**src/rtl/note_track_recorder.sv**
```systemverilog
`default_nettype none
// ============================================================================
// note_track_recorder : run-length multi-track note recorder / player
// Rev 1.0
// ============================================================================
module note_track_recorder #(
    parameter int DATA_WIDTH = 8,
    parameter int DEPTH      = 64,
    parameter int DUR_WIDTH  = 16,
    parameter int TRACKS     = 2,
    localparam int AW        = $clog2(DEPTH),
    localparam int TW        = (TRACKS > 1) ? $clog2(TRACKS) : 1
) (
    input  logic                  clk,
    input  logic                  rst,
    input  logic                  tick_i,
    input  logic [TW-1:0]         track_sel_i,
    input  logic                  rec_en_i,
    input  logic [DATA_WIDTH-1:0] note_i,
    input  logic                  clear_i,
    input  logic                  play_start_i,
    input  logic                  play_stop_i,
    input  logic                  loop_i,
    output logic                  out_valid_o,
    input  logic                  out_ready_i,
    output logic [DATA_WIDTH-1:0] out_note_o,
    output logic [DUR_WIDTH-1:0]  out_dur_o,
    output logic                  play_done_o,
    output logic                  busy_o,
    output logic                  full_o,
    output logic                  overflow_o,
    output logic [AW:0]           count_o
);

    localparam int NTRK  = 1 << TW;
    localparam int NSLOT = NTRK * DEPTH;
    localparam int EW    = DATA_WIDTH + DUR_WIDTH;
    localparam logic [AW:0]          CNT_FULL = (AW+1)'(DEPTH);
    localparam logic [DUR_WIDTH-1:0] DUR_MAX  = '1;

    typedef enum logic [1:0] {
        S_IDLE = 2'd0,
        S_REC  = 2'd1,
        S_PLAY = 2'd2
    } state_t;

    state_t                state_q;
    logic [TW-1:0]         trk_q;
    logic [DATA_WIDTH-1:0] run_note_q;
    logic [DUR_WIDTH-1:0]  run_dur_q;
    logic [AW-1:0]         idx_q;
    logic                  load_q;
    logic [EW-1:0]         rd_q;
    logic [AW:0]           count_q [NTRK];
    logic [NTRK-1:0]       ovf_q;
    logic [EW-1:0]         mem_q [NSLOT];
    logic                  out_valid_q;
    logic [DATA_WIDTH-1:0] out_note_q;
    logic [DUR_WIDTH-1:0]  out_dur_q;
    logic                  play_done_q;

    logic [TW-1:0]         act_trk;
    logic [AW:0]           act_cnt;
    logic [AW:0]           rec_cnt;
    logic                  note_chg;
    logic                  commit;
    logic                  wr_en;
    logic                  wr_drop;
    logic [TW+AW-1:0]      wr_addr;
    logic [DUR_WIDTH-1:0]  dur_inc;
    logic                  start_ok;
    logic                  accept;
    logic                  last;
    logic [AW-1:0]         idx_nxt;
    logic                  rd_en;
    logic [TW+AW-1:0]      rd_addr;

    // Outside IDLE the latched track is the active one; in IDLE the selector is.
    assign act_trk  = (state_q == S_IDLE) ? track_sel_i : trk_q;
    assign act_cnt  = count_q[act_trk];
    assign rec_cnt  = count_q[trk_q];

    assign note_chg = (note_i != run_note_q);
    assign commit   = (state_q == S_REC) && (!rec_en_i || note_chg) && (run_dur_q != '0);
    assign wr_en    = commit && (rec_cnt != CNT_FULL);
    assign wr_drop  = commit && (rec_cnt == CNT_FULL);
    assign wr_addr  = {trk_q, rec_cnt[AW-1:0]};
    assign dur_inc  = (run_dur_q == DUR_MAX) ? run_dur_q : run_dur_q + DUR_WIDTH'(1);

    assign start_ok = (state_q == S_IDLE) && !rec_en_i && play_start_i && (act_cnt != '0);
    assign accept   = (state_q == S_PLAY) && out_valid_q && out_ready_i && !play_stop_i;
    assign last     = ({1'b0, idx_q} == (rec_cnt - (AW+1)'(1)));
    assign idx_nxt  = last ? '0 : idx_q + AW'(1);
    // Next entry is fetched on the accept edge so it lands one bubble cycle later.
    assign rd_en    = start_ok || (accept && (!last || loop_i));
    assign rd_addr  = start_ok ? {track_sel_i, {AW{1'b0}}} : {trk_q, idx_nxt};

    always_ff @(posedge clk) begin
        if (wr_en) begin
            mem_q[wr_addr] <= {run_note_q, run_dur_q};
        end
        if (rd_en) begin
            rd_q <= mem_q[rd_addr];
        end
    end

    always_ff @(posedge clk or posedge rst) begin
        if (rst) begin
            state_q     <= S_IDLE;
            trk_q       <= '0;
            run_note_q  <= '0;
            run_dur_q   <= '0;
            idx_q       <= '0;
            load_q      <= 1'b0;
            ovf_q       <= '0;
            for (int i = 0; i < NTRK; i++) begin
                count_q[i] <= '0;
            end
            out_valid_q <= 1'b0;
            out_note_q  <= '0;
            out_dur_q   <= '0;
            play_done_q <= 1'b0;
        end else begin
            play_done_q <= 1'b0;
            load_q      <= rd_en;
            if (wr_en) begin
                count_q[trk_q] <= rec_cnt + (AW+1)'(1);
            end
            if (wr_drop) begin
                ovf_q[trk_q] <= 1'b1;
            end
            case (state_q)
                S_IDLE: begin
                    if (rec_en_i) begin
                        state_q    <= S_REC;
                        trk_q      <= track_sel_i;
                        run_note_q <= note_i;
                        run_dur_q  <= '0;
                    end else if (play_start_i) begin
                        trk_q <= track_sel_i;
                        idx_q <= '0;
                        if (act_cnt != '0) begin
                            state_q <= S_PLAY;
                        end else begin
                            play_done_q <= 1'b1;
                        end
                    end else if (clear_i) begin
                        count_q[track_sel_i] <= '0;
                        ovf_q[track_sel_i]   <= 1'b0;
                    end
                end
                S_REC: begin
                    if (!rec_en_i) begin
                        state_q <= S_IDLE;
                    end else if (note_chg) begin
                        run_note_q <= note_i;
                        run_dur_q  <= tick_i ? DUR_WIDTH'(1) : '0;
                    end else if (tick_i) begin
                        run_dur_q <= dur_inc;
                    end
                end
                S_PLAY: begin
                    if (load_q) begin
                        out_valid_q <= 1'b1;
                        out_note_q  <= rd_q[EW-1:DUR_WIDTH];
                        out_dur_q   <= rd_q[DUR_WIDTH-1:0];
                    end
                    if (play_stop_i) begin
                        out_valid_q <= 1'b0;
                        load_q      <= 1'b0;
                        state_q     <= S_IDLE;
                    end else if (accept) begin
                        out_valid_q <= 1'b0;
                        if (!last || loop_i) begin
                            idx_q <= idx_nxt;
                        end else begin
                            play_done_q <= 1'b1;
                            state_q     <= S_IDLE;
                        end
                    end
                end
                default: state_q <= S_IDLE;
            endcase
        end
    end

    assign out_valid_o = out_valid_q;
    assign out_note_o  = out_note_q;
    assign out_dur_o   = out_dur_q;
    assign play_done_o = play_done_q;
    assign busy_o      = (state_q != S_IDLE);
    assign count_o     = act_cnt;
    assign full_o      = (act_cnt == CNT_FULL);
    assign overflow_o  = ovf_q[act_trk];

endmodule
`default_nettype wire

```
**config.mk**
```make
export PLATFORM = sky130hd
export DESIGN_NAME = note_track_recorder
export DESIGN_NICKNAME = d
export VERILOG_FILES = /design/src/rtl/note_track_recorder.sv
export SDC_FILE = /design/constraint.sdc
export NUM_CORES = 2
export LEC_CHECK = 0
export CAP_MARGIN = 30
export CORE_AREA = 2 2 506 508
export DETAILED_ROUTE_END_ITERATION = 7
export DIE_AREA = 0 0 508 510
export PLACE_DENSITY = 0.71
export SETUP_SLACK_MARGIN = 0.3
export SLEW_MARGIN = 15
export SYNTH_ARGS = -nofsm -noshare
export SYNTH_HDL_FRONTEND = slang
export SYNTH_SLANG_ARGS = --single-unit
```
**constraint.sdc**
```tcl
create_clock -name clk -period 8.5 [get_ports clk]
set_input_delay 1.7 -clock clk [delete_from_list [all_inputs] [get_ports clk]]
set_output_delay 1.7 -clock clk [all_outputs]
set_load 0.05 [all_outputs]
```
After elaboration in Yosys (flattened, before gate mapping)
Memory sizes are Yosys's and may differ from the RTL's. A register that Yosys moved wholly into a read port is not among the register bits.
Index checks and enable logic that the tools add are counted.
W data, S select, Z words.
{"block": "word_totals", "register_bits": 76, "latchBits": 0, "mem_bits_rw": 3072, "mem_bits_ro": 0, "inputBits": 18, "output_inout_bits": 36, "wordCells": 166, "n_memories": 1}
{"memory": "mem_q", "depth": 128, "width": 24, "read_ports": 1, "rd_ports_with_merged_regs": 1, "wr": 1, "line": "56", "source": "logic [EW-1:0] mem_q [NSLOT];"}
{"block": "op_classes", "n_addsub": 4, "mul": 0, "div_mod_pow": 0, "n_lt_le_gt_ge": 10, "eq_ne": 23, "n_shift": 0, "mux": 71, "bitwise": 8, "n_reduce_logical": 36}
{"op": "$mux W16", "n": 5}
{"op": "$mux W14", "n": 5}
{"op": "$mux W7", "n": 9}
{"op": "$mux W6", "n": 6}
{"op": "$pmux W16 S2", "n": 1}
{"op": "$mux W2", "n": 12}
{"op": "$mux W8", "n": 3}
{"op": "$mux W1", "n": 21}
{"op": "$add A16 B1 Y16 const B", "n": 1}
{"op": "$eq A16 B16 Y1 const B", "n": 1}
{"op": "$ne A2 B2 Y1 const B", "n": 8}
{"op": "$pmux W8 S2", "n": 1}
{"op": "$reduce_bool A16 Y1", "n": 1}
{"op": "$logic_and A1 B1 Y1", "n": 15}
{"op": "$ne A3 B3 Y1 const B", "n": 5}
{"op": "$and A14 B14 Y14", "n": 1}
{"op": "$bwmux W14", "n": 1}
{"op": "$demux W7 S1", "n": 2}
{"op": "$eq A7 B7 Y1 const B", "n": 2}
{"op": "$not A14 Y14", "n": 1}
{"op": "$pmux W6 S2", "n": 1}
{"op": "$reduce_and A5 Y1", "n": 2}
{"op": "$ne A8 B8 Y1", "n": 1}
{"op": "$reduce_bool A2 Y1", "n": 4}
{"op": "28 further kinds", "n": 43}

Logic depth before layout (Yosys ltp)
{"block": "depth", "word_depth": 12, "depth_mapped": 21}

Worst setup path before layout
No wires, ideal clock.
{"block": "synth_path", "path_type": "register to register", "startpoint": "reg run_dur_q[0]", "endpoint": "mem mem_q[100][0] (netlist bit), enable pin", "arrival_time_ns": 4.495, "t_required_ns": 8.095, "slack_ns": 3.600, "stages_incl_launch_ff": 10, "synth_period_minus_slack_ns": 4.900, "cell_sequence": "dfrtp_1 inv_1 ha_1 nor3b_1 a41oi_1 o21ai_0 nand2b_1 nor2_1 nand3_1 nor2_1"}
{"block": "synth_between", "elab_chain_cells": 5}
{"element": "start, declared", "line": "50", "source": "logic [DUR_WIDTH-1:0] run_dur_q;"}
{"element": "start signal, assigned", "line": "157", "source": "run_dur_q <= tick_i ? DUR_WIDTH'(1) : '0;"}
{"element": "start signal, assigned", "line": "159", "source": "run_dur_q <= dur_inc;"}
{"element": "$reduce_bool A16 Y1", "line": "84", "source": "assign commit = (state_q == S_REC) && (!rec_en_i || note_chg) && (run_dur_q != '0);"}
{"element": "$logic_and A1 B1 Y1", "line": "84"}
{"element": "$logic_and A1 B1 Y1", "line": "85", "source": "assign wr_en = commit && (rec_cnt != CNT_FULL);"}
{"element": "$mux W1", "line": "99", "source": "if (wr_en) begin"}
{"element": "$mux W1 (implied by the code)", "line": "100", "source": "mem_q[wr_addr] <= {run_note_q, run_dur_q};"}
{"element": "end, declared", "line": "56"}
No other way between the ends.

Worst setup path in the final report
{"block": "layout_path", "startpoint": "reg trk_q", "endpoint": "reg rd_q[5], read port of mem_q, data pin"}
{"block": "layout_between", "elab_chain_cells": 10, "word_cells_on_any_way": 19}
{"element": "start, declared", "line": "48", "source": "logic [TW-1:0] trk_q;"}
{"element": "start signal, assigned", "line": "136", "source": "trk_q <= track_sel_i;"}
{"element": "start signal, assigned", "line": "140", "source": "trk_q <= track_sel_i;"}
{"element": "$not A1 Y2 (implied by the code)", "line": "81", "source": "assign rec_cnt = count_q[trk_q];"}
{"element": "$mux W7 (implied by the code) (3 in a row)", "line": "81"}
{"element": "$sub A7 B1 Y7", "line": "92", "source": "assign last = ({1'b0, idx_q} == (rec_cnt - (AW+1)'(1)));"}
{"element": "$eq A6 B7 Y1", "line": "92"}
{"element": "$logic_not A1 Y1", "line": "95", "source": "assign rd_en = start_ok || (accept && (!last || loop_i));"}
{"element": "$logic_or A1 B1 Y1", "line": "95"}
{"element": "$logic_and A1 B1 Y1", "line": "95"}
{"element": "$logic_or A1 B1 Y1", "line": "95"}
{"element": "end, declared", "line": "53", "source": "logic [EW-1:0] rd_q;"}
Several ways; a longest one is shown, not always the timed one. The select of a mux whose other input is x is not followed.
A chain may end at the register's enable or synchronous reset.

==> key figures <==
Pwr
  – Maximum VDD drop: 0.249 mV
  – Static leakage: 45.3 nW
  – P per Cell Area: roughly 260 mW/mm²

Critical path
  – CP Capture Type: register
  – WP data arrival: ~7.5 ns
  – R2r startpoint: trk_q$_DFFE_PP0P_
  – Reg2Reg Depth: 13
  – CP max stage cell: dfrtp_1
  – Critical Path Start Type: register
  – Reg2reg setup slack: 1.69 ns
  – CP peak stage delay: a little over 0.9 ns
  – Critical path class: register to register
  – Worst r2r dst: rd_q[5]$_DFFE_PP_
  – CP Data Required Time: 9.19 ns
  – Crit path cell chain: mux2i_1 > ha_1 > xor2_1 > nand3_1 > nor4_4 > buf_4 > nand2_1 > nand2_4 > buf_4 > o221ai_1 > nand3_1 > a22o_1 > nor4_1
  – Crit-path max FO: 52

Clocking
  – CTS sink cnt: 3172
  – CTS root buf: clkbuf_16
  – Worst-Skew Late Latency: 1.01 ns
  – Cts bufs inserted: around 330
  – CTS tree: built
  – CTS hold repair buffers: 0
  – H-tree depth: 5
  – Cts repair resizes: 0
  – Clock buffer depth: 4
  – Setup Buffers After CTS: 0
  – Clk slew on worst S/H paths: 0.06 ns

Placed design
  – Port bufs: 53
  – DP Wirelength: about 230 mm
  – Gpl congestion: 0.947

Timing
  – Final worst-path cycle share: 80.1%
  – Slew @ Worst Pin: 1.43 ns
  – Min Clock Period, post-route: 6.81 ns
  – Final setup vio count: 0
  – Relative max-transition margin: 4.41%
  – RSZ-0062 raised after global routing: no
  – Final hold viol count: 0
  – Fin. max-slew vios: 0
  – Clk_skew: ~0.081 ns
  – Max Clk Rate: about 0.15 GHz
  – Hold slack final: 0.497 ns
  – TNS Setup: 0 ns

Floorplan
  – Starting Density: 49.8%
  – IO Pins: 54
  – Core area: 0.253 mm²
  – Cell Rows: between 150 and 200
  – Die Ht: about 510 µm
  – Die Footprint: roughly 0.26 mm²
  – Die W: 508 µm

Worst hold path
  – Worst Hold Launch: ovf_q[0]$_DFF_PP0_
  – Hold Crit Class: register to register
  – Hold path cells: 2
  – Hold Path Sink: ovf_q[0]$_DFF_PP0_

Global route
  – First-pass GRT wire length: around 560 mm
  – Vias in the first global route: 76100
  – Initial antenna violation count: 29
  – Gr usage total: 29.9%
  – Congestion Overflow GR: 0
  – Largest net degree at the start of global routing: 177

Drt
  – Post-DR vias/cell: 6.69
  – Final ANT Viol Nets: 0
  – DR iter-0 viols: approximately 14000
  – Routed length per instance: 32.6 µm
  – DRC: 0
  – WL final: 395 mm
  – Via count: 81100
  – First-pass detailed-route iteration total: 8

Cells and area
  – Area delta synth->final: 12.8%
  – Nets: 8518
  – Share of cells above drive strength 1: between 10% and 20%

Synth
  – Netlist cell types: 85
  – FFs w/ async S/R, synth: 2.40%
  – Mean Syn Cell Area: 15.0 µm²
  – Register bit total from synthesis: between 3000 and 4000
  – Synth Cell Area: 0.126 mm²
  – Post-Synthesis Cells: 8425
  – Dominant synthesized flop cell: edfxtp_1
  – Synth warnings: 0
  – EDFF count, synth: 3096
  – Seq/Total Area, Yosys: 75.1%
  – Mapped Nets: 8449

Job
  – Max-cap check violation count: 0

Outcome
  – Status: finished clean
-- routing by layer --
layer / part of all wire, % / routed length (µm) / GRT usage (%) / vias up
li1: - / - / - / 33500
met1: 35 / 138000 / 38.9 / 40700
met2: 46 / 180000 / 45.9 / 5849
met3: 13 / 50900 / 7.83 / 1037
met4: 6.6 / 25900 / 16.9 / 18
met5: 0.032 / 127 / 0 / -
-- cell usage in the layout (no fill, tap or decap), types with 25 or more instances in the layout --
cell             count
a21oi_1            335
a221o_1             45
a221oi_1            32
a22o_1              38
a22oi_1             42
a31oi_1            180
and3_1              33
buf_12              31
buf_4              240
clkbuf_1            86
clkbuf_16          336
clkdlybuf4s50_1     53
clkinv_1            69
clkinv_2            50
dfrtp_1             51
dfrtp_4             25
edfxtp_1          3096
inv_1               35
mux2_2             168
mux2i_1            386
nand2_1            834
nand3_1            296
nor2_1             421
nor2_2              88
nor2_4              46
nor3_1             203
nor4_1              28
o211ai_1           173
o21ai_0            307
o221a_2             33
o221ai_1           225
o22ai_1            167
o311ai_0            63
xor2_1              28
-- worst max-delay path: cells and delay by family, from the launching register on --
kind | cells | cell delay [ns]
AND/OR/NAND/NOR | 6 | 2.49
buffers and inverters | 2 | 1.02
flip-flops | 1 | 0.91
AO/OA/AOI/OAI | 2 | 0.83
multiplexers | 1 | 0.55
adder cells (fa/ha/maj) | 1 | 0.40
XOR/XNOR | 1 | 0.16
-- cell type report --
cell class	count	area, µm²
timing repair buffer	351	3410
antenna	15	37.5
clock buffer	428	8810
tap	3366	4210
clock inverter	152	1100
inverter	39	150
multi-input combinational	4599	29700
fill	19300	111000
sequential	3172	95000
-- cells in the mapped netlist, types with 33 or more instances --
master	number	area, µm²
edfxtp_1	3096	93000
nand2_1	846	3180
nor2_1	555	2080
clkbuf_1	440	1650
mux2i_1	386	3860
a21oi_1	340	1700
o21ai_0	309	1550
nand3_1	297	1490
o221ai_1	225	1970
nor3_1	210	1050
a31oi_1	181	1130
o211ai_1	173	1300
mux2_2	168	1890
o22ai_1	167	1040
buf_2	82	410
dfrtp_1	76	1900
buf_1	68	255
o311ai_0	65	569
a221o_1	45	450
a22oi_1	42	315
a22o_1	38	333
inv_1	36	135
a221oi_1	34	298
and3_1	33	206
o221a_2	33	372
-- worst max-delay path by stage --
stage                              from                      end  slack [ns]  depth (start not counted)
6_report              trk_q$_DFFE_PP0P_        rd_q[5]$_DFFE_PP_        1.69                         13
5_1_grt               trk_q$_DFFE_PP0P_        rd_q[7]$_DFFE_PP_        1.55                         13
4_1_cts               trk_q$_DFFE_PP0P_       rd_q[11]$_DFFE_PP_        1.88                         13
3_5_place_dp                track_sel_i        rd_q[9]$_DFFE_PP_        1.51                         13
3_3_place_gp                track_sel_i       rd_q[15]$_DFFE_PP_        1.17                         13
2_1_floorplan  run_dur_q[0]$_DFFE_PP0P_  mem_q[100][0]$_DFFE_PP_        3.60                          9
-- registers in the layout (all words and copies together) (netlist names), 2 cells and up --
signal,cells
out_note_o,8
mem_q,3072
rd_q,24
state_q,2
out_dur_o,16
idx_q,6
ovf_q,2
run_dur_q,16
run_note_q,8
count_q,14
-- where the power goes --
part	internal, mW	leakage, nW	switching (mW)	total [mW]
logic	1.65	10.8	4.42	6.07
registers	17.4	29.7	0.309	17.7
clock network	7.67	4.84	5.89	13.6
total	26.7	45.3	10.6	37.4
-- stage by stage --
step           instance area, µm²  worst slack (ns)  util (%)  cells  power [mW]
3_5_place_dp               132000              1.51      52.2  11500        23.9
2_1_floorplan              126000              3.60         -   8425        21.4
5_1_grt                    142000              1.55      56.2  12100        38.1
3_3_place_gp               132000              1.17      52.0  11500        23.8
4_1_cts                    142000              1.88      56.1  12100        37.2
6_report                   142000              1.69      56.2  12100        37.4
-- kinds of logic (layout without fill, tap and decap cells) --
logic type	after synthesis	after routing	synth area share, %
adder cells (fa/ha/maj)	6	6	0.0594
AND/OR/NAND/NOR	2069	2069	7.09
multiplexers	556	556	4.59
AO/OA/AOI/OAI	1923	1923	10.7
buffers and inverters	654	970	2.12
flip-flops	3172	3172	75.1
XOR/XNOR	45	45	0.318
other	0	15	0
No activity file was read; power rests on OpenSTA's default activity.
